--- config.mk ---
export PLATFORM = sky130hd
export DESIGN_NAME = uart_order_server
export DESIGN_NICKNAME = d
export VERILOG_FILES = /design/src/rtl/uart_order_server.sv
export SDC_FILE = /design/constraint.sdc
export NUM_CORES = 1
export LEC_CHECK = 0
export CORE_UTILIZATION = 46
export CTS_BUF_LIST = sky130_fd_sc_hd__clkbuf_16
export DETAILED_ROUTE_END_ITERATION = 12
export PLACE_DENSITY = 0.81
export SETUP_SLACK_MARGIN = 0.15
export SLEW_MARGIN = 25
export SYNTH_ARGS = -nofsm -noshare
export SYNTH_HDL_FRONTEND = slang
export SYNTH_SLANG_ARGS = --single-unit
export TNS_END_PERCENT = 20
--- constraint.sdc ---
create_clock -name clk -period 2.88 [get_ports clk]
set_clock_uncertainty 0.15 [all_clocks]
set_input_delay 0.432 -clock clk [delete_from_list [all_inputs] [get_ports clk]]
set_output_delay 0.432 -clock clk [all_outputs]
set_load 0.02 [all_outputs]
--- src/rtl/uart_order_server.sv ---
// uart_order_server
//   UART-side responder to the CPU uart order interface. It accepts one order
//   at a time. A write order serialises 1, 2 or 4 bytes onto a byte-wide TX
//   handshake. A read order assembles 1, 2 or 4 bytes popped from an internal
//   RX byte FIFO. Both directions are little-endian.
//
//   Optional feature macro: UART_SRV_TIMEOUT_EN
//     When defined, a read that waits TIMEOUT_CYCLES with an empty FIFO
//     completes early with the bytes gathered so far (missing bytes are 0).
//     The extra output rx_timeout pulses together with that uart_done.
//
// Ports
//   clk, rst        clock, asynchronous active-high reset
//   uart_order      order request level, held until uart_accepted is seen
//   uart_size       00=4 bytes, 01=2 bytes, 1x=1 byte
//   uart_write      1=write (TX), 0=read (RX)
//   uart_o_data     write data, sampled when the order is latched
//   uart_accepted   one-cycle pulse: order latched
//   uart_done       one-cycle pulse: order complete
//   uart_r_data     read result, updated with uart_done (0 after a write)
//   tx_valid/tx_data/tx_ready   byte stream to the TX engine
//   rx_valid/rx_data            byte pulses from the RX engine (no backpressure)
//   rx_overflow     sticky: a received byte was dropped because the FIFO was full
//   rx_count        RX FIFO occupancy
//   busy            state machine is not IDLE
//   rx_timeout      (UART_SRV_TIMEOUT_EN only) read ended by the timeout
module uart_order_server #(
  parameter int          RX_FIFO_DEPTH  = 16,
  parameter logic [31:0] TIMEOUT_CYCLES = 32'd100000000
) (
  input  logic                             clk,
  input  logic                             rst,
  input  logic                             uart_order,
  input  logic [1:0]                       uart_size,
  input  logic                             uart_write,
  input  logic [31:0]                      uart_o_data,
  output logic                             uart_accepted,
  output logic                             uart_done,
  output logic [31:0]                      uart_r_data,
  output logic                             tx_valid,
  output logic [7:0]                       tx_data,
  input  logic                             tx_ready,
  input  logic                             rx_valid,
  input  logic [7:0]                       rx_data,
  output logic                             rx_overflow,
  output logic [$clog2(RX_FIFO_DEPTH):0]   rx_count,
`ifdef UART_SRV_TIMEOUT_EN
  output logic                             rx_timeout,
`endif
  output logic                             busy
);

  localparam int AW = $clog2(RX_FIFO_DEPTH);
  localparam int CW = AW + 1;

  localparam logic [1:0] S_IDLE = 2'd0;
  localparam logic [1:0] S_TX   = 2'd1;
  localparam logic [1:0] S_RX   = 2'd2;
  localparam logic [1:0] S_DONE = 2'd3;

  logic [1:0]    r_state;
  logic [1:0]    r_size;
  logic          r_write;
  logic [31:0]   r_buf;       // write data to send, or read data being assembled
  logic [1:0]    r_idx;
  logic          r_accepted;
  logic          r_done;
  logic [31:0]   r_rdata;
  logic          r_overflow;

  logic [7:0]    r_mem [RX_FIFO_DEPTH];
  logic [AW-1:0] r_wr_ptr;
  logic [AW-1:0] r_rd_ptr;
  logic [CW-1:0] r_count;

  logic          w_empty;
  logic          w_full;
  logic          w_pop;
  logic          w_push;
  logic [7:0]    w_pop_data;
  logic [1:0]    w_last_idx;
  logic          w_last;
  logic          w_to_hit;

  assign w_empty    = (r_count == '0);
  assign w_full     = (r_count == CW'(RX_FIFO_DEPTH));
  assign w_pop      = (r_state == S_RX) && !w_empty;
  // A full FIFO still takes a byte when the same cycle pops one.
  assign w_push     = rx_valid && (!w_full || w_pop);
  assign w_pop_data = r_mem[r_rd_ptr];
  assign w_last_idx = (r_size == 2'b00) ? 2'd3 : (r_size == 2'b01) ? 2'd1 : 2'd0;
  assign w_last     = (r_idx == w_last_idx);

`ifdef UART_SRV_TIMEOUT_EN
  logic [31:0] r_to_cnt;
  logic        r_to_flag;
  logic        r_rx_timeout;

  assign w_to_hit   = (r_state == S_RX) && w_empty && (r_to_cnt == TIMEOUT_CYCLES - 32'd1);
  assign rx_timeout = r_rx_timeout;

  always_ff @(posedge clk or posedge rst) begin
    if (rst) begin
      r_to_cnt     <= '0;
      r_to_flag    <= 1'b0;
      r_rx_timeout <= 1'b0;
    end else begin
      r_rx_timeout <= (r_state == S_DONE) && r_to_flag;
      if (r_state != S_RX || w_pop)
        r_to_cnt <= '0;
      else
        r_to_cnt <= r_to_cnt + 32'd1;
      if (w_to_hit)
        r_to_flag <= 1'b1;
      else if (r_state == S_DONE)
        r_to_flag <= 1'b0;
    end
  end
`else
  assign w_to_hit = 1'b0;
`endif

  // FIFO storage carries no reset so it can map onto plain RAM.
  always_ff @(posedge clk) begin
    if (w_push)
      r_mem[r_wr_ptr] <= rx_data;
  end

  always_ff @(posedge clk or posedge rst) begin
    if (rst) begin
      r_wr_ptr   <= '0;
      r_rd_ptr   <= '0;
      r_count    <= '0;
      r_overflow <= 1'b0;
    end else begin
      if (w_push) r_wr_ptr <= r_wr_ptr + 1'b1;
      if (w_pop)  r_rd_ptr <= r_rd_ptr + 1'b1;
      case ({w_push, w_pop})
        2'b10:   r_count <= r_count + 1'b1;
        2'b01:   r_count <= r_count - 1'b1;
        default: r_count <= r_count;
      endcase
      if (rx_valid && !w_push)
        r_overflow <= 1'b1;
    end
  end

  always_ff @(posedge clk or posedge rst) begin
    if (rst) begin
      r_state    <= S_IDLE;
      r_size     <= '0;
      r_write    <= 1'b0;
      r_buf      <= '0;
      r_idx      <= '0;
      r_accepted <= 1'b0;
      r_done     <= 1'b0;
      r_rdata    <= '0;
    end else begin
      r_done     <= 1'b0;
      r_accepted <= 1'b0;
      case (r_state)
        S_IDLE: begin
          // The accepted cycle is spent in IDLE; the request is still high
          // then and must not be latched a second time.
          if (r_accepted) begin
            r_state <= r_write ? S_TX : S_RX;
          end else if (uart_order) begin
            r_size     <= uart_size;
            r_write    <= uart_write;
            r_buf      <= uart_write ? uart_o_data : 32'd0;
            r_idx      <= '0;
            r_accepted <= 1'b1;
          end
        end
        S_TX: begin
          if (tx_ready) begin
            if (w_last) r_state <= S_DONE;
            else        r_idx   <= r_idx + 2'd1;
          end
        end
        S_RX: begin
          if (w_pop) begin
            r_buf[{r_idx, 3'b000} +: 8] <= w_pop_data;
            if (w_last) r_state <= S_DONE;
            else        r_idx   <= r_idx + 2'd1;
          end else if (w_to_hit) begin
            r_state <= S_DONE;
          end
        end
        default: begin
          r_done  <= 1'b1;
          r_rdata <= r_write ? 32'd0 : r_buf;
          r_state <= S_IDLE;
        end
      endcase
    end
  end

  assign uart_accepted = r_accepted;
  assign uart_done     = r_done;
  assign uart_r_data   = r_rdata;
  assign tx_valid      = (r_state == S_TX);
  assign tx_data       = r_buf[{r_idx, 3'b000} +: 8];
  assign rx_overflow   = r_overflow;
  assign rx_count      = r_count;
  assign busy          = (r_state != S_IDLE);

endmodule

==> summary.txt, run 1 <==
Run status
  • Status: complete, no violations

Route
  • Number of remaining DRC errors: 0
  • DRT Pass-1 Iters: 5
  • Post-DRT Antenna Nets: 0
  • Routed len/inst: 19.29 um
  • Vias: 6008
  • Final WL: 20740 um
  • Vias per std cell: 5.589
  • DR iter-0 viols: 456

Finish
  • Layout area overhead: 23.15%
  • Nets: 859
  • Multi-input gate area in the final layout: 3033 um^2
  • Register area: 6022 um^2
  • Commonest non-fill, non-tap cell in the layout: edfxtp_1
  • Diodes inserted: 0
  • Final core occ: 58.68%
  • Commonest non-fill, non-tap cells in the layout: edfxtp_1 (128), clkdlybuf4s50_1 (95), dfrtp_1 (86), nand2_1 (75), nor2_1 (49)
  • Filler cell count: 1518
  • Layout cells sized above 1: 16.17%
  • Final instance area: 11570 um^2

Clock network
  • Cts bufs inserted: 22
  • CTS tree: yes
  • H-tree levels: 1
  • Clk_lat worst skew: 500 ps
  • Sink Count: 215
  • Post-CTS Setup Bufs: 0
  • Root Buffer: clkbuf_16
  • Clock-pin transition on the worst setup and hold timing paths: 60 ps
  • Worst-case clock buffer depth: 3

Pwr
  • Internal power: 0.007691 W
  • PwrDens: 1023 nW/um^2
  • Sw power: 0.004141 W
  • Sw Share: 35.00%
  • Clock Power Share: 23.6%
  • Worst vdd ir: 0.4410 mV
  • P_leak: 4.564 nW
  • Combinational share of power: 39.0%
  • Flop pwr share: 37.4%

Timing
  • Final Hold Fails: 0
  • Period utilization: 95.23%
  • Tmin final: 2743 ps
  • F_max: 364.6 MHz
  • Final-report setup violation count: 0
  • Max Transition Viols Final: 0
  • Worst Max-Slew Pin Slew: 621.6 ps
  • Setup TNS: 0 ps
  • WHS: 218.5 ps
  • Worst Setup Slack, final: 137.3 ps
  • RSZ-0062 raised after global routing: true
  • Slew headroom: 58.43%

Logic synthesis
  • Syn avg cell area: 14.06 um^2
  • Unique masters post-synth: 43
  • FFs w/ async S/R, synth: 40.47%
  • Register bit total from synthesis: 215
  • Yosys warning count: 0
  • Leading area contributor after synthesis: edfxtp_1
  • Mapped Cells: 668
  • Post-synth EDFFs: 128
  • Area share of the largest cell type after synthesis: 40.91%
  • Syn Std Cell Area: 9395 um^2
  • Net count after synthesis: 733
  • Top area cells in the synthesized netlist: edfxtp_1 (41%), dfrtp_1 (23%), mux4_2 (9.6%)
  • Seq/Total Area, Yosys: 64.08%
  • Primary FF master, synth: edfxtp_1

Die
  • Die area: 21000 um^2
  • Cell Rows: 51
  • Core Area: 19720 um^2
  • Die height: 144.9 um
  • Starting Density: 47.65%
  • Die width: 144.9 um
  • # IOs: 98

Setup path
  • Buf+Inv Stages, Crit Path: 2
  • Slowest cell on the critical path: clkdlybuf4s50_1
  • Critical path capture point type: output pin
  • Crit path cell chain: buf_6 > mux4_2 > clkdlybuf4s50_1
  • Crit path DAT: 2160 ps
  • CP top delay family: buffers and inverters
  • Crit-path max FO: 13
  • Critical Path Start Type: register
  • Critical path class: reg2out
  • CP Data Required Time: 2300 ps
  • Max stage delay on crit path: 560 ps

Placement
  • Area after DPL: 10850 um^2
  • GPL Wtd Cong: 0.9030
  • Setup WS pre-CTS: -63.42 ps
  • Post-DP HPWL: 14080 um
  • Port bufs: 97

Worst hold path
  • Worst Hold Class: in2async

Run
  • MaxCap Viol Count: 0

Global route
  • Total gr overflow: 0
  • Met2 Use GR: 33.68%
  • Met1 GRT Util: 27.07%
  • Largest net degree at the start of global routing: 64
  • All-Layer GR Usage: 20.11%
  • Busiest grt layer: met2
  • Met3 usage: 3.459%
  • First-pass GRT wire length: 33600 um
  • Vias in the first global route: 6137
  • Antenna violations before repair: 0
-- synthesized netlist by cell type, drive strengths merged (4+ instances only) --
cell and number:
a211o 32, a21oi 10, buf 17, clkbuf 15
dfrtp 87, edfxtp 128, ha 16, inv 48
mux2 8, mux2i 19, mux4 40, nand2 75
nand3 6, nor2 50, nor2b 6, nor3 5
o211ai 4, o21ai 26, o22ai 41, xnor2 9
-- area by class of cell --
cell class / count / share of cell area, %
clock buffers: 23 / 4.975
clock inverters: 17 / 1.146
inverters: 48 / 1.590
multi-input cells: 373 / 26.21
flip-flops and latches: 215 / 52.05
well taps: 265 / 2.866
repair buffers: 134 / 11.16
-- through the flow --
| stage | cells | total power, W |
|---|---|---|
| after detailed placement | 1035 | 0.009066 |
| after global routing | 1075 | 0.01243 |
| after CTS | 1075 | 0.01189 |
| after global placement | 1035 | 0.008939 |
| final | 1075 | 0.01183 |
| after floorplan | 668 | 0.007498 |
-- per-layer routing --
| metal | vias to the layer above | wire, um | share of wire [%] |
|---|---|---|---|
| met4 | 0 | 542 | 2.6 |
| li1 | 2735 | - | - |
| met3 | 51 | 1299 | 6.3 |
| met5 | - | 0 | 0 |
| met2 | 239 | 10210 | 49 |
| met1 | 2983 | 8682 | 42 |
-- registers in the layout, summed over array words and instances (netlist names), 2 cells and up --
signal / flops
r_size: 2
r_rd_ptr: 4
r_mem: 128
uart_r_data: 32
r_state: 2
r_idx: 2
r_wr_ptr: 4
rx_count: 5
r_buf: 32
-- power groups by stage --
stage	logic [W]	registers, W	clock network [W]
floorplan	0.00300	0.00450	0
global placement	0.00450	0.00444	0
detailed placement	0.00460	0.00447	0
CTS	0.00463	0.00442	0.00284
global route	0.00498	0.00450	0.00295
finish	0.00462	0.00442	0.00279
-- cells by family (layout without fill, tap and decap cells) --
group,count (synthesis),after routing,synth area share (%)
flip-flops,215,215,64.08
AND/OR/NAND/NOR,160,160,7.485
multiplexers,67,67,12.57
adder cells (fa/ha/maj),17,17,2.344
AO/OA/AOI/OAI,119,119,8.896
XOR/XNOR,10,10,0.9323
buffers and inverters,80,222,3.689
-- path summary, 6_finish.rpt --
kind / cells past startpoint / startpoint / slack [ps] / endpoint
max in group asynchronous: 3 / rst / 2050 / uart_r_data[20]
min reg2reg: 1 / rx_overflow / 330 / rx_overflow
min: 3 / rst / 220 / uart_r_data[19]
max: 3 / r_idx[0] / 140 / tx_data[5]
min in group clk: 1 / rx_overflow / 330 / rx_overflow
max reg2reg: 9 / rx_count[3] / 240 / rx_count[4]
-- what timing repair did --
item                                    in CTS  in global routing
endpoints found under the setup margin       8                  8
gates resized for setup                      1                  3
hold buffers                                 0                  0
gates cloned                                 0                  0
-- tightest hold or removal path, stage by stage --
cell	delay [ps]
clkdlybuf4s50_1	440
clkinvlp_4	110
buf_12	280
(Power assumes the default switching activity.)
==> run 2: changes to the inputs <==
--- a/config.mk
+++ b/config.mk
@@ -5,10 +5,12 @@
 export SDC_FILE = /design/constraint.sdc
 export NUM_CORES = 1
 export LEC_CHECK = 0
+export CAP_MARGIN = 25
 export CORE_UTILIZATION = 46
 export CTS_BUF_LIST = sky130_fd_sc_hd__clkbuf_16
 export DETAILED_ROUTE_END_ITERATION = 12
 export PLACE_DENSITY = 0.81
+export REMOVE_ABC_BUFFERS = 1
 export SETUP_SLACK_MARGIN = 0.15
 export SLEW_MARGIN = 25
 export SYNTH_ARGS = -nofsm -noshare
==> summary.txt, run 2 (same netlist as run 1, synthesis figures left out) <==
Clock network
  • Post-CTS Setup Bufs: 0 (unchanged)
  • Cts bufs inserted: 21 (-4.5%)
  • Clock-pin transition on the worst setup and hold timing paths: 60 ps (about the same)
  • H-tree levels: 1 (unchanged)
  • Worst-case clock buffer depth: 3 (unchanged)
  • Root Buffer: clkbuf_16
  • CTS tree: yes
  • Sink Count: 215 (unchanged)
  • Clk_lat worst skew: 490 ps (about the same)

Finish
  • Number of flip-flops in the largest register: 128 (unchanged)
  • Nets: 858 (-0.12%)
  • Commonest non-fill, non-tap cell in the layout: edfxtp_1
  • Diodes inserted: 0 (unchanged)
  • Filler cell count: 1505 (-0.86%)
  • Layout cells sized above 1: 15.26% (-0.91 points)
  • Layout area overhead: 22.77%
  • Most flops, register: r_mem
  • Final instance area: 11530 um^2 (-0.30%)
  • Commonest non-fill, non-tap cells in the layout: edfxtp_1 (128), clkdlybuf4s50_1 (95), dfrtp_1 (86), nand2_1 (75), inv_1 (51)
  • Final core occ: 58.50% (-0.18 points)

Timing
  • Worst Setup Slack, final: 122.6 ps (-14.73 ps)
  • Slew headroom: 53.42% (-5.0 points)
  • WHS: 207.3 ps (-11.21 ps)
  • Max Transition Viols Final: 0 (unchanged)
  • RSZ-0062 raised after global routing: true
  • Worst Max-Slew Pin Slew: 697.9 ps (+76.38 ps)
  • F_max: 362.7 MHz (-0.53%)
  • Tmin final: 2757 ps (+14.73 ps)
  • Final-report setup violation count: 0 (unchanged)
  • Final Hold Fails: 0 (unchanged)
  • Period utilization: 95.74% (+0.51 points)

Global route
  • Antenna violations before repair: 0 (unchanged)
  • First-pass GRT wire length: 32820 um (-2.3%)
  • Vias in the first global route: 6044 (-1.5%)
  • Met3 usage: 4.277% (+0.82 points)
  • Met2 Use GR: 32.93% (-0.75 points)
  • Total gr overflow: 0 (unchanged)
  • Largest net degree at the start of global routing: 45 (-30%)
  • Met1 GRT Util: 25.75% (-1.3 points)
  • All-Layer GR Usage: 19.63% (-0.48 points)
  • Busiest grt layer: met2

Pwr
  • Combinational share of power: 38.6% (-0.4 points)
  • Internal power: 0.007710 W (+0.25%)
  • Sw power: 0.004018 W (-2.9%)
  • Worst vdd ir: 0.5671 mV (+29%)
  • Clock Power Share: 23.6% (about the same)
  • Sw Share: 34.26% (-0.73 points)
  • Flop pwr share: 37.8% (+0.4 points)
  • P_leak: 4.555 nW (-0.19%)
  • PwrDens: 1017 nW/um^2 (-0.57%)

Setup path
  • Critical Path Start Type: register
  • Max stage delay on crit path: 560 ps (about the same)
  • Critical path capture point type: output pin
  • Crit path DAT: 2180 ps (+20 ps)
  • Crit-path max FO: 13 (unchanged)
  • Critical path class: reg2out
  • Crit path cell chain: buf_6 > mux4_2 > clkdlybuf4s50_1
  • Slowest cell on the critical path: clkdlybuf4s50_1
  • CP Data Required Time: 2300 ps (about the same)

Run
  • MaxCap Viol Count: 0 (unchanged)

Route
  • Vias: 5948 (-1.0%)
  • DRT Pass-1 Iters: 4 (-1)
  • Vias per std cell: 5.554 (-0.63%)
  • DR iter-0 viols: 389 (-15%)
  • Routed len/inst: 18.76 um (-2.8%)
  • Post-DRT Antenna Nets: 0 (unchanged)
  • Number of remaining DRC errors: 0 (unchanged)
  • Final WL: 20090 um (-3.1%)

Run status
  • Status: complete, no violations

Placement
  • Setup WS pre-CTS: 172.4 ps (+235.8 ps)
  • Post-DP HPWL: 13690 um (-2.8%)
  • Port bufs: 97 (unchanged)
  • Area after DPL: 10840 um^2 (-0.14%)
  • GPL Wtd Cong: 0.8367 (-7.3%)

Die
  • # IOs: 98 (unchanged)
  • Cell Rows: 51 (unchanged)
  • Core Area: 19720 um^2 (unchanged)
  • Starting Density: 47.65% (unchanged)
  • Die area: 21000 um^2 (unchanged)
  • Die height: 144.9 um (unchanged)
  • Die width: 144.9 um (unchanged)

Worst hold path
  • Worst Hold Class: in2async
==> run 2: cell types whose count changed in the layout (fill, tap and decap cells not counted) <==
cell / previous run / this run
clkbuf_16: 23 / 21
clkinvlp_4: 2 / 1
clkinv_2: 6 / 1
nor2_1: 49 / 50
buf_12: 3 / 2
nor2_2: 1 / 0
bufinv_16: 2 / 4
inv_1: 48 / 51
buf_4: 33 / 34
inv_6: 1 / 0
==> run 2: power by group through the flow <==
stage / Combinational [W] / Clock [W] / Sequential, W
2_1_floorplan: 0.00254 / 0 / 0.00478
3_3_place_gp: 0.00442 / 0 / 0.00444
3_5_place_dp: 0.00452 / 0 / 0.00447
4_1_cts: 0.00455 / 0.00282 / 0.00443
5_1_grt: 0.00489 / 0.00294 / 0.00451
6_report: 0.00453 / 0.00277 / 0.00443
==> run 2: what timing repair did <==
| item | in CTS | in global routing |
|---|---|---|
| pin swaps | 0 | 0 |
| setup endpoints to repair | 8 | 8 |
| hold buffers | 0 | 0 |
| resized for setup | 2 | 1 |
==> run 2: worst paths after layout <==
path	slack, ps	cells after the start	to	from
min	210	2	r_size[0]	rst
max	120	3	tx_data[7]	r_idx[0]
min in group clk	340	1	rx_overflow	rx_overflow
min reg2reg	340	1	rx_overflow	rx_overflow
max in group asynchronous	1720	3	uart_r_data[6]	rst
max reg2reg	320	11	rx_count[4]	rx_count[3]
==> run 2: per-layer routing <==
layer,share of wire (%),up-vias
met5,0,-
met4,2.1,0
met3,6.4,37
met2,49,235
met1,42,2947
li1,-,2729
==> run 2: metrics by stage <==
stage / TNS [ps] / total power (W) / cells
2_1_floorplan: -2467 / 0.007327 / 636
3_3_place_gp: 0 / 0.008859 / 1035
3_5_place_dp: 0 / 0.008990 / 1035
4_1_cts: 0 / 0.01180 / 1071
5_1_grt: 0 / 0.01234 / 1071
6_report: 0 / 0.01173 / 1071
==> run 2: layout make-up <==
cell class                      instances  area, um^2  share of cell area, %
Inverter                               48       181.4                  1.573
Multi-Input combinational cell        373        3030                  26.27
Tap cell                              265       331.6                  2.875
Clock inverter                         15       165.2                  1.432
Clock buffer                           21       525.5                  4.556
Timing Repair Buffer                  134        1279                  11.09
Sequential cell                       215        6022                  52.21
==> run 2: critical path, delay by kind of cell, from the launching register on <==
kind	cells	cell delay, ps
flip-flops	1	380
buffers and inverters	2	770
multiplexers	1	530
==> run 3: changes to the inputs <==
--- a/config.mk
+++ b/config.mk
@@ -10,7 +10,6 @@
 export CTS_BUF_LIST = sky130_fd_sc_hd__clkbuf_16
 export DETAILED_ROUTE_END_ITERATION = 12
 export PLACE_DENSITY = 0.81
-export REMOVE_ABC_BUFFERS = 1
 export SETUP_SLACK_MARGIN = 0.15
 export SLEW_MARGIN = 25
 export SYNTH_ARGS = -nofsm -noshare
==> results of run 3 <==
Same layout as run 1: the final DEF is identical, and so are final timing and power.
